==> src/rtl/wind_pkg.sv <==
// Shared widths, types and the speed saturation helper for the wind-speed estimator.
package wind_pkg;
  localparam int SAMPLE_W  = 12;
  localparam int FRAC_BITS = 4;
  localparam int IDX_W     = 12;
  localparam int TIME_W    = IDX_W + FRAC_BITS;
  localparam int SPEED_W   = 16;
  localparam int PROD_W    = 25;
  localparam int DIV_W     = SAMPLE_W + 1 + FRAC_BITS;

  typedef logic signed [SAMPLE_W-1:0] sample_t;
  typedef logic        [TIME_W-1:0]   time_t;
  typedef logic signed [SPEED_W-1:0]  speed_t;

  typedef enum logic [0:0] {DIV_IDLE, DIV_RUN}  div_state_t;
  typedef enum logic [0:0] {VAL_IDLE, VAL_WAIT} val_state_t;

  function automatic speed_t saturate(input logic signed [PROD_W-1:0] v);
    localparam logic signed [PROD_W-1:0] SMAX = 25'sd32767;
    localparam logic signed [PROD_W-1:0] SMIN = -25'sd32768;
    speed_t r;
    if (v > SMAX)      r = 16'sh7fff;
    else if (v < SMIN) r = 16'sh8000;
    else               r = v[SPEED_W-1:0];
    return r;
  endfunction
endpackage

==> src/rtl/wind_speed_est_arrival_detector.sv <==
// Per-channel burst arrival detector: threshold arming, first rising zero crossing,
// and a 5-step restoring divider producing the 1/16-sample interpolated arrival time.
module arrival_detector
  import wind_pkg::*;
#(
  parameter int unsigned THRESH = 200
) (
  input  logic                       i_clk,
  input  logic                       i_rst,
  input  logic                       i_en,
  input  logic                       i_first,
  input  logic [IDX_W-1:0]           i_idx,
  input  logic signed [SAMPLE_W-1:0] i_sample,
  output logic                       o_found,
  output logic [TIME_W-1:0]          o_time
);
  logic signed [SAMPLE_W-1:0] r_prev;
  logic                       r_armed;
  logic                       r_found;
  div_state_t                 r_state;
  div_state_t                 w_state_nxt;
  logic [DIV_W-1:0]           r_rem;
  logic [DIV_W-1:0]           r_dsh;
  logic [4:0]                 r_q;
  logic [2:0]                 r_step;
  logic [IDX_W-1:0]           r_idx;
  logic [TIME_W-1:0]          r_time;

  logic [SAMPLE_W-1:0] w_prev;
  logic                w_armed;
  logic                w_found;
  logic [SAMPLE_W:0]   w_ext_cur;
  logic [SAMPLE_W:0]   w_ext_prev;
  logic [SAMPLE_W:0]   w_mag;
  logic [SAMPLE_W:0]   w_den;
  logic [SAMPLE_W:0]   w_negp;
  logic                w_hit;
  logic                w_cross;
  logic [DIV_W:0]      w_trial;
  logic                w_ok;
  logic [4:0]          w_q_nxt;
  logic [IDX_W-1:0]    w_idx_m1;

  // Frame start: previous sample, arming and found state read as cleared.
  assign w_prev     = i_first ? '0 : r_prev;
  assign w_armed    = i_first ? 1'b0 : r_armed;
  assign w_found    = i_first ? 1'b0 : r_found;
  assign w_ext_cur  = {i_sample[SAMPLE_W-1], i_sample};
  assign w_ext_prev = {w_prev[SAMPLE_W-1], w_prev};
  assign w_mag      = w_ext_cur[SAMPLE_W] ? ('0 - w_ext_cur) : w_ext_cur;
  assign w_hit      = (w_mag >= (SAMPLE_W+1)'(THRESH));
  assign w_cross    = w_armed & ~w_found & w_prev[SAMPLE_W-1] & ~i_sample[SAMPLE_W-1];
  assign w_den      = w_ext_cur - w_ext_prev;
  assign w_negp     = '0 - w_ext_prev;

  assign w_trial  = {1'b0, r_rem} - {1'b0, r_dsh};
  assign w_ok     = ~w_trial[DIV_W];
  assign w_q_nxt  = {r_q[3:0], w_ok};
  assign w_idx_m1 = r_idx - 1'b1;

  always_comb begin
    w_state_nxt = r_state;
    case (r_state)
      DIV_IDLE: if (i_en && w_cross) w_state_nxt = DIV_RUN;
      DIV_RUN:  if (r_step == 3'd4)  w_state_nxt = DIV_IDLE;
      default:  w_state_nxt = DIV_IDLE;
    endcase
  end

  always_ff @(posedge i_clk) begin
    if (i_rst) begin
      r_prev  <= '0;
      r_armed <= 1'b0;
      r_found <= 1'b0;
      r_state <= DIV_IDLE;
      r_rem   <= '0;
      r_dsh   <= '0;
      r_q     <= '0;
      r_step  <= '0;
      r_idx   <= '0;
      r_time  <= '0;
    end else begin
      r_state <= w_state_nxt;
      if (i_en) begin
        r_prev  <= i_sample;
        r_armed <= w_armed | w_hit;
        r_found <= w_found | w_cross;
        if (w_cross) begin
          r_rem  <= {w_negp, {FRAC_BITS{1'b0}}};
          r_dsh  <= {w_den, {FRAC_BITS{1'b0}}};
          r_q    <= '0;
          r_step <= '0;
          r_idx  <= i_idx;
        end
      end else if (r_state == DIV_RUN) begin
        // Divisor starts pre-shifted by 4 and walks right: one quotient bit per clock.
        if (w_ok) r_rem <= w_trial[DIV_W-1:0];
        r_q    <= w_q_nxt;
        r_dsh  <= r_dsh >> 1;
        r_step <= r_step + 1'b1;
        if (r_step == 3'd4)
          r_time <= {w_idx_m1, {FRAC_BITS{1'b0}}} + TIME_W'(w_q_nxt);
      end
    end
  end

  assign o_found = r_found;
  assign o_time  = r_time;
endmodule

==> src/rtl/wind_speed_est.sv <==
// Wind-speed estimator top: frame counter, two arrival detectors, scaled saturated
// arrival-time difference with a valid strobe 8 clocks after the frame's last sample.
module wind_speed_est
  import wind_pkg::*;
#(
  parameter int unsigned       FRAME_LEN = 1000,
  parameter int unsigned       THRESH    = 200,
  parameter logic signed [7:0] GAIN      = 8'sd1
) (
  input  logic                       clock,
  input  logic                       reset,
  input  logic                       endata,
  input  logic signed [SAMPLE_W-1:0] rx1,
  input  logic signed [SAMPLE_W-1:0] rx2,
  output logic signed [SPEED_W-1:0]  speed,
  output logic                       validOutput
);
  logic [IDX_W-1:0]          r_idx;
  val_state_t                r_vstate;
  val_state_t                w_vstate_nxt;
  logic [3:0]                r_cnt;
  logic signed [SPEED_W-1:0] r_speed;
  logic                      r_valid;

  logic                      w_last;
  logic                      w_first;
  logic                      w_fire;
  logic                      w_found1;
  logic                      w_found2;
  logic [TIME_W-1:0]         w_t1;
  logic [TIME_W-1:0]         w_t2;
  logic signed [TIME_W:0]    w_diff;
  logic signed [PROD_W-1:0]  w_prod;

  assign w_last  = (r_idx == IDX_W'(FRAME_LEN - 1));
  assign w_first = (r_idx == '0);

  arrival_detector #(.THRESH(THRESH)) u_det1 (
    .i_clk    (clock),
    .i_rst    (reset),
    .i_en     (endata),
    .i_first  (w_first),
    .i_idx    (r_idx),
    .i_sample (rx1),
    .o_found  (w_found1),
    .o_time   (w_t1)
  );

  arrival_detector #(.THRESH(THRESH)) u_det2 (
    .i_clk    (clock),
    .i_rst    (reset),
    .i_en     (endata),
    .i_first  (w_first),
    .i_idx    (r_idx),
    .i_sample (rx2),
    .o_found  (w_found2),
    .o_time   (w_t2)
  );

  assign w_diff = $signed({1'b0, w_t1}) - $signed({1'b0, w_t2});
  assign w_prod = PROD_W'(w_diff) * PROD_W'(GAIN);

  // Count 0..7 after the last-sample edge; firing on count 7 lands on edge +8.
  always_comb begin
    w_vstate_nxt = r_vstate;
    w_fire       = 1'b0;
    case (r_vstate)
      VAL_IDLE: if (endata && w_last) w_vstate_nxt = VAL_WAIT;
      VAL_WAIT: if (r_cnt == 4'd7) begin
        w_vstate_nxt = VAL_IDLE;
        w_fire       = 1'b1;
      end
      default:  w_vstate_nxt = VAL_IDLE;
    endcase
  end

  always_ff @(posedge clock) begin
    if (reset) begin
      r_idx    <= '0;
      r_vstate <= VAL_IDLE;
      r_cnt    <= '0;
      r_speed  <= '0;
      r_valid  <= 1'b0;
    end else begin
      if (endata) r_idx <= w_last ? '0 : r_idx + 1'b1;
      r_vstate <= w_vstate_nxt;
      r_cnt    <= (r_vstate == VAL_WAIT) ? r_cnt + 1'b1 : '0;
      r_valid  <= w_fire & w_found1 & w_found2;
      if (w_fire && w_found1 && w_found2) r_speed <= saturate(w_prod);
    end
  end

  assign speed       = r_speed;
  assign validOutput = r_valid;
endmodule

==> config.mk <==
export PLATFORM = sky130hd
export DESIGN_NAME = wind_speed_est
export DESIGN_NICKNAME = d
export VERILOG_FILES = /design/src/rtl/wind_pkg.sv /design/src/rtl/wind_speed_est_arrival_detector.sv /design/src/rtl/wind_speed_est.sv
export SDC_FILE = /design/constraint.sdc
export NUM_CORES = 1
export LEC_CHECK = 0
export BUFFER_PORTS_ARGS = -buffer_cell sky130_fd_sc_hd__buf_4
export CORE_MARGIN = 3
export CORE_UTILIZATION = 30
export CTS_CLUSTER_SIZE = 30
export DETAILED_ROUTE_END_ITERATION = 6
export SYNTH_ARGS = -nofsm -noshare
export SYNTH_HDL_FRONTEND = slang
export SYNTH_SLANG_ARGS = --single-unit
export TNS_END_PERCENT = 100
==> constraint.sdc <==
create_clock -name clock -period 4.11 [get_ports clock]
set_input_delay 0.411 -clock clock [delete_from_list [all_inputs] [get_ports clock]]
set_output_delay 0.411 -clock clock [all_outputs]
set_load 0.03 [all_outputs]
==> results.md <==
- Status: completed
- Minimum clock period: 3507 ps
- Die height: 214.2 um
- Synth top area cells: dfxtp_1 (31%), ha_1 (8.8%), a21oi_1 (6.4%), nand2_1 (6.3%), nor2_1 (4.5%)
- Clock root buffer: clkbuf_16
- Final wirelength: 32640 um
- Met1 Usage GRT: 18.95%
- Final Core Density: 34.77%
- Final Hold Viols: 0
- P_leak: 5.581 nW
- Critical Path Start Type: flop
- Synth Flop Type: dfxtp_1
- Initial antenna violation count: 0
- H-tree Lvls: 1
- CTS Hold Bufs: 0
- Clk buf depth: 3
- Net count reported at finish: 1807
- DRC viols: 0
- Sequential share of the synthesized area: 31.08%
- Share of layout cells above drive strength 1: 7.109%
- Vias in the first global route: 11330
- HP Class: input pin to flop
- Final Skew: 18.03 ps
- Worst setup path category: flop to flop
- Layout filler cell count: 4492
- Total of max-cap violations: 0
- Post-Syn Area: 13010 um^2
- Area leader, netlist: dfxtp_1
- GP Congestion: 0.8575
- Rows: 75
- Total negative slack: 0 ps
- Hold path depth: 3
- GR peak layer: met2
- Period utilisation layout: 85.32%
- Slew headroom: 30.02%
- GR Util met2: 23.68%
- Worst-Margin Slew: 1046 ps
- F_max: 0.2852 GHz
- Skew-Pair Late Insertion Delay: 540 ps
- I/O Buffers: 43
- Initial core utilization: 30.67%
- Post-DP HPWL: 23710 um
- Yosys top cell area share: 31.08%
- Avg Cell Area, Syn: 7.772 um^2
- Max VDD drop: 0.2802 mV
- Syn nets: 1798
- Asr flop ratio synth: 0%
- Crit path required time: 4480 ps
- Synth cell count leaders: nand2_1 (218), dfxtp_1 (202), a21oi_1 (166), nor2_1 (157), ha_1 (92)
- Pin count of the biggest net entering global routing: 72
- EDFF count, synth: 0
- CTS tree: built
- Synthesis warning total: 0
- Cts repair resizes: 0
- # diodes: 0
- CP Max Fanout: 37
- Drt pass-1 iters: 5
- Seq cells post-synth: 202
- Pwr/cell area: 324.5 nW/um^2
- Clock sink count: 202
- Arr. time, crit path: 3880 ps
- RSZ-0062 raised after global routing: no
- Total GRT Usage: 14.00%
- Total CTS buffers: 25
- Slew Limit Fails: 0
- Met3 global-route usage: 1.856%
- Drt initial violations: 610
- Vias/cell: 5.140
- Core box area: 42420 um^2
- Synthesized instance count: 1674
- I/O pins: 44
- Count leader, synth: nand2_1
- GRT overflow: 0
- Post-route ant nets: 0
- CP Capture Type: flop
- Wirelength per Cell: 14.32 um
- First-pass GRT wire length: 55660 um
- Worst Reg-to-Reg Cells: 14
- Vias: 11710
- Netlist cell types: 78
- Die ar.: 45900 um^2
- Clock transition at path regs: 60 ps
- Post-CTS setup buffers: 0
- DIE WIDTH: 214.2 um
- Final setup violation count: 0
- Area grow syn2layout: 13.36%
## worst paths after layout
kind / startpoint / end / slack (ps)
setup / recovery: r_idx[3] / u_det2.r_dsh[14] / 600
hold / removal: rx1[0] / u_det1.r_prev[0] / 160
hold reg to reg: r_cnt[0] / r_cnt[0] / 450
setup reg to reg: r_idx[3] / u_det2.r_dsh[14] / 600
## logic make-up (layout without fill, tap and decap cells)
family | Yosys count | after routing | share of synthesized area, %
AND/OR/NAND/NOR | 631 | 631 | 23.12
AO/OA/AOI/OAI | 422 | 422 | 20.46
flip-flops | 202 | 202 | 31.08
buffers and inverters | 170 | 198 | 4.962
adder cells (fa/ha/maj) | 106 | 106 | 10.31
XOR/XNOR | 98 | 98 | 6.597
multiplexers | 45 | 45 | 3.472
## stage by stage
stage	std cells	total power [mW]	hold WS, ps	worst slack, ps	cell area, um^2
2_1_floorplan	1674	2.428	417.6	595.6	13010
3_3_place_gp	2233	2.576	428.8	685.6	13900
3_5_place_dp	2233	2.581	438.6	637.0	13900
4_1_cts	2279	4.843	130.9	638.4	14750
5_1_grt	2279	4.989	141.1	249.3	14750
6_report	2279	4.786	161.8	603.3	14750
## critical path, stage by stage (launching register included)
cell       delay, ps
dfxtp_1          380
nor4_1           480
nand3_1          220
buf_12           220
and2_1           180
ha_1             210
fa_1             390
nor2b_1          140
o21ai_0          110
a21boi_0         250
o21a_1           160
o211a_1          200
o2111ai_1        170
a21oi_1          160
nor4_1            60
## report_power, final
| part | leakage (nW) | switching (mW) | internal [mW] | total (mW) |
|---|---|---|---|---|
| sequential | 1.63 | 0.0252 | 1.98 | 2.01 |
| clock | 0.420 | 0.881 | 1.36 | 2.24 |
| combinational | 3.53 | 0.326 | 0.210 | 0.537 |
## final cells by class
cell class              count  area (um^2)  share of cell area [%]
clock buffers              37        730.7                   4.955
clock inverters             9        113.9                  0.7720
inverters                  91        341.6                   2.316
multi-input cells        1302         8325                   56.45
flip-flops and latches    202         4044                   27.42
well taps                 577        721.9                   4.895
repair buffers             61        470.5                   3.190
## flip-flops by register name, summed over array words and instances, names as in the netlist, 3 cells and up
register	flops
r_cnt	4
r_idx	12
speed	16
u_det1.o_time	16
u_det1.r_dsh	17
u_det1.r_idx	12
u_det1.r_prev	12
u_det1.r_q	4
u_det1.r_rem	17
u_det1.r_step	3
u_det2.o_time	16
u_det2.r_dsh	17
u_det2.r_idx	12
u_det2.r_prev	12
u_det2.r_q	4
u_det2.r_rem	17
u_det2.r_step	3
## cells in the final DEF, fill, tap and decap left out, types with 43 or more instances in the layout
cell	n
nor2_1	157
ha_1	92
nor3_1	43
mux2i_1	44
a21oi_1	166
o21ai_0	70
dfxtp_1	202
nand3_1	53
inv_1	90
xnor2_1	60
nand2_1	218
buf_4	60
## metal layers
metal | wire length, um | part of all wire (%)
met2 | 14980 | 46
met4 | 594 | 1.8
met1 | 15910 | 49
met5 | 0 | 0
met3 | 1157 | 3.5
(Power assumes the default switching activity.)
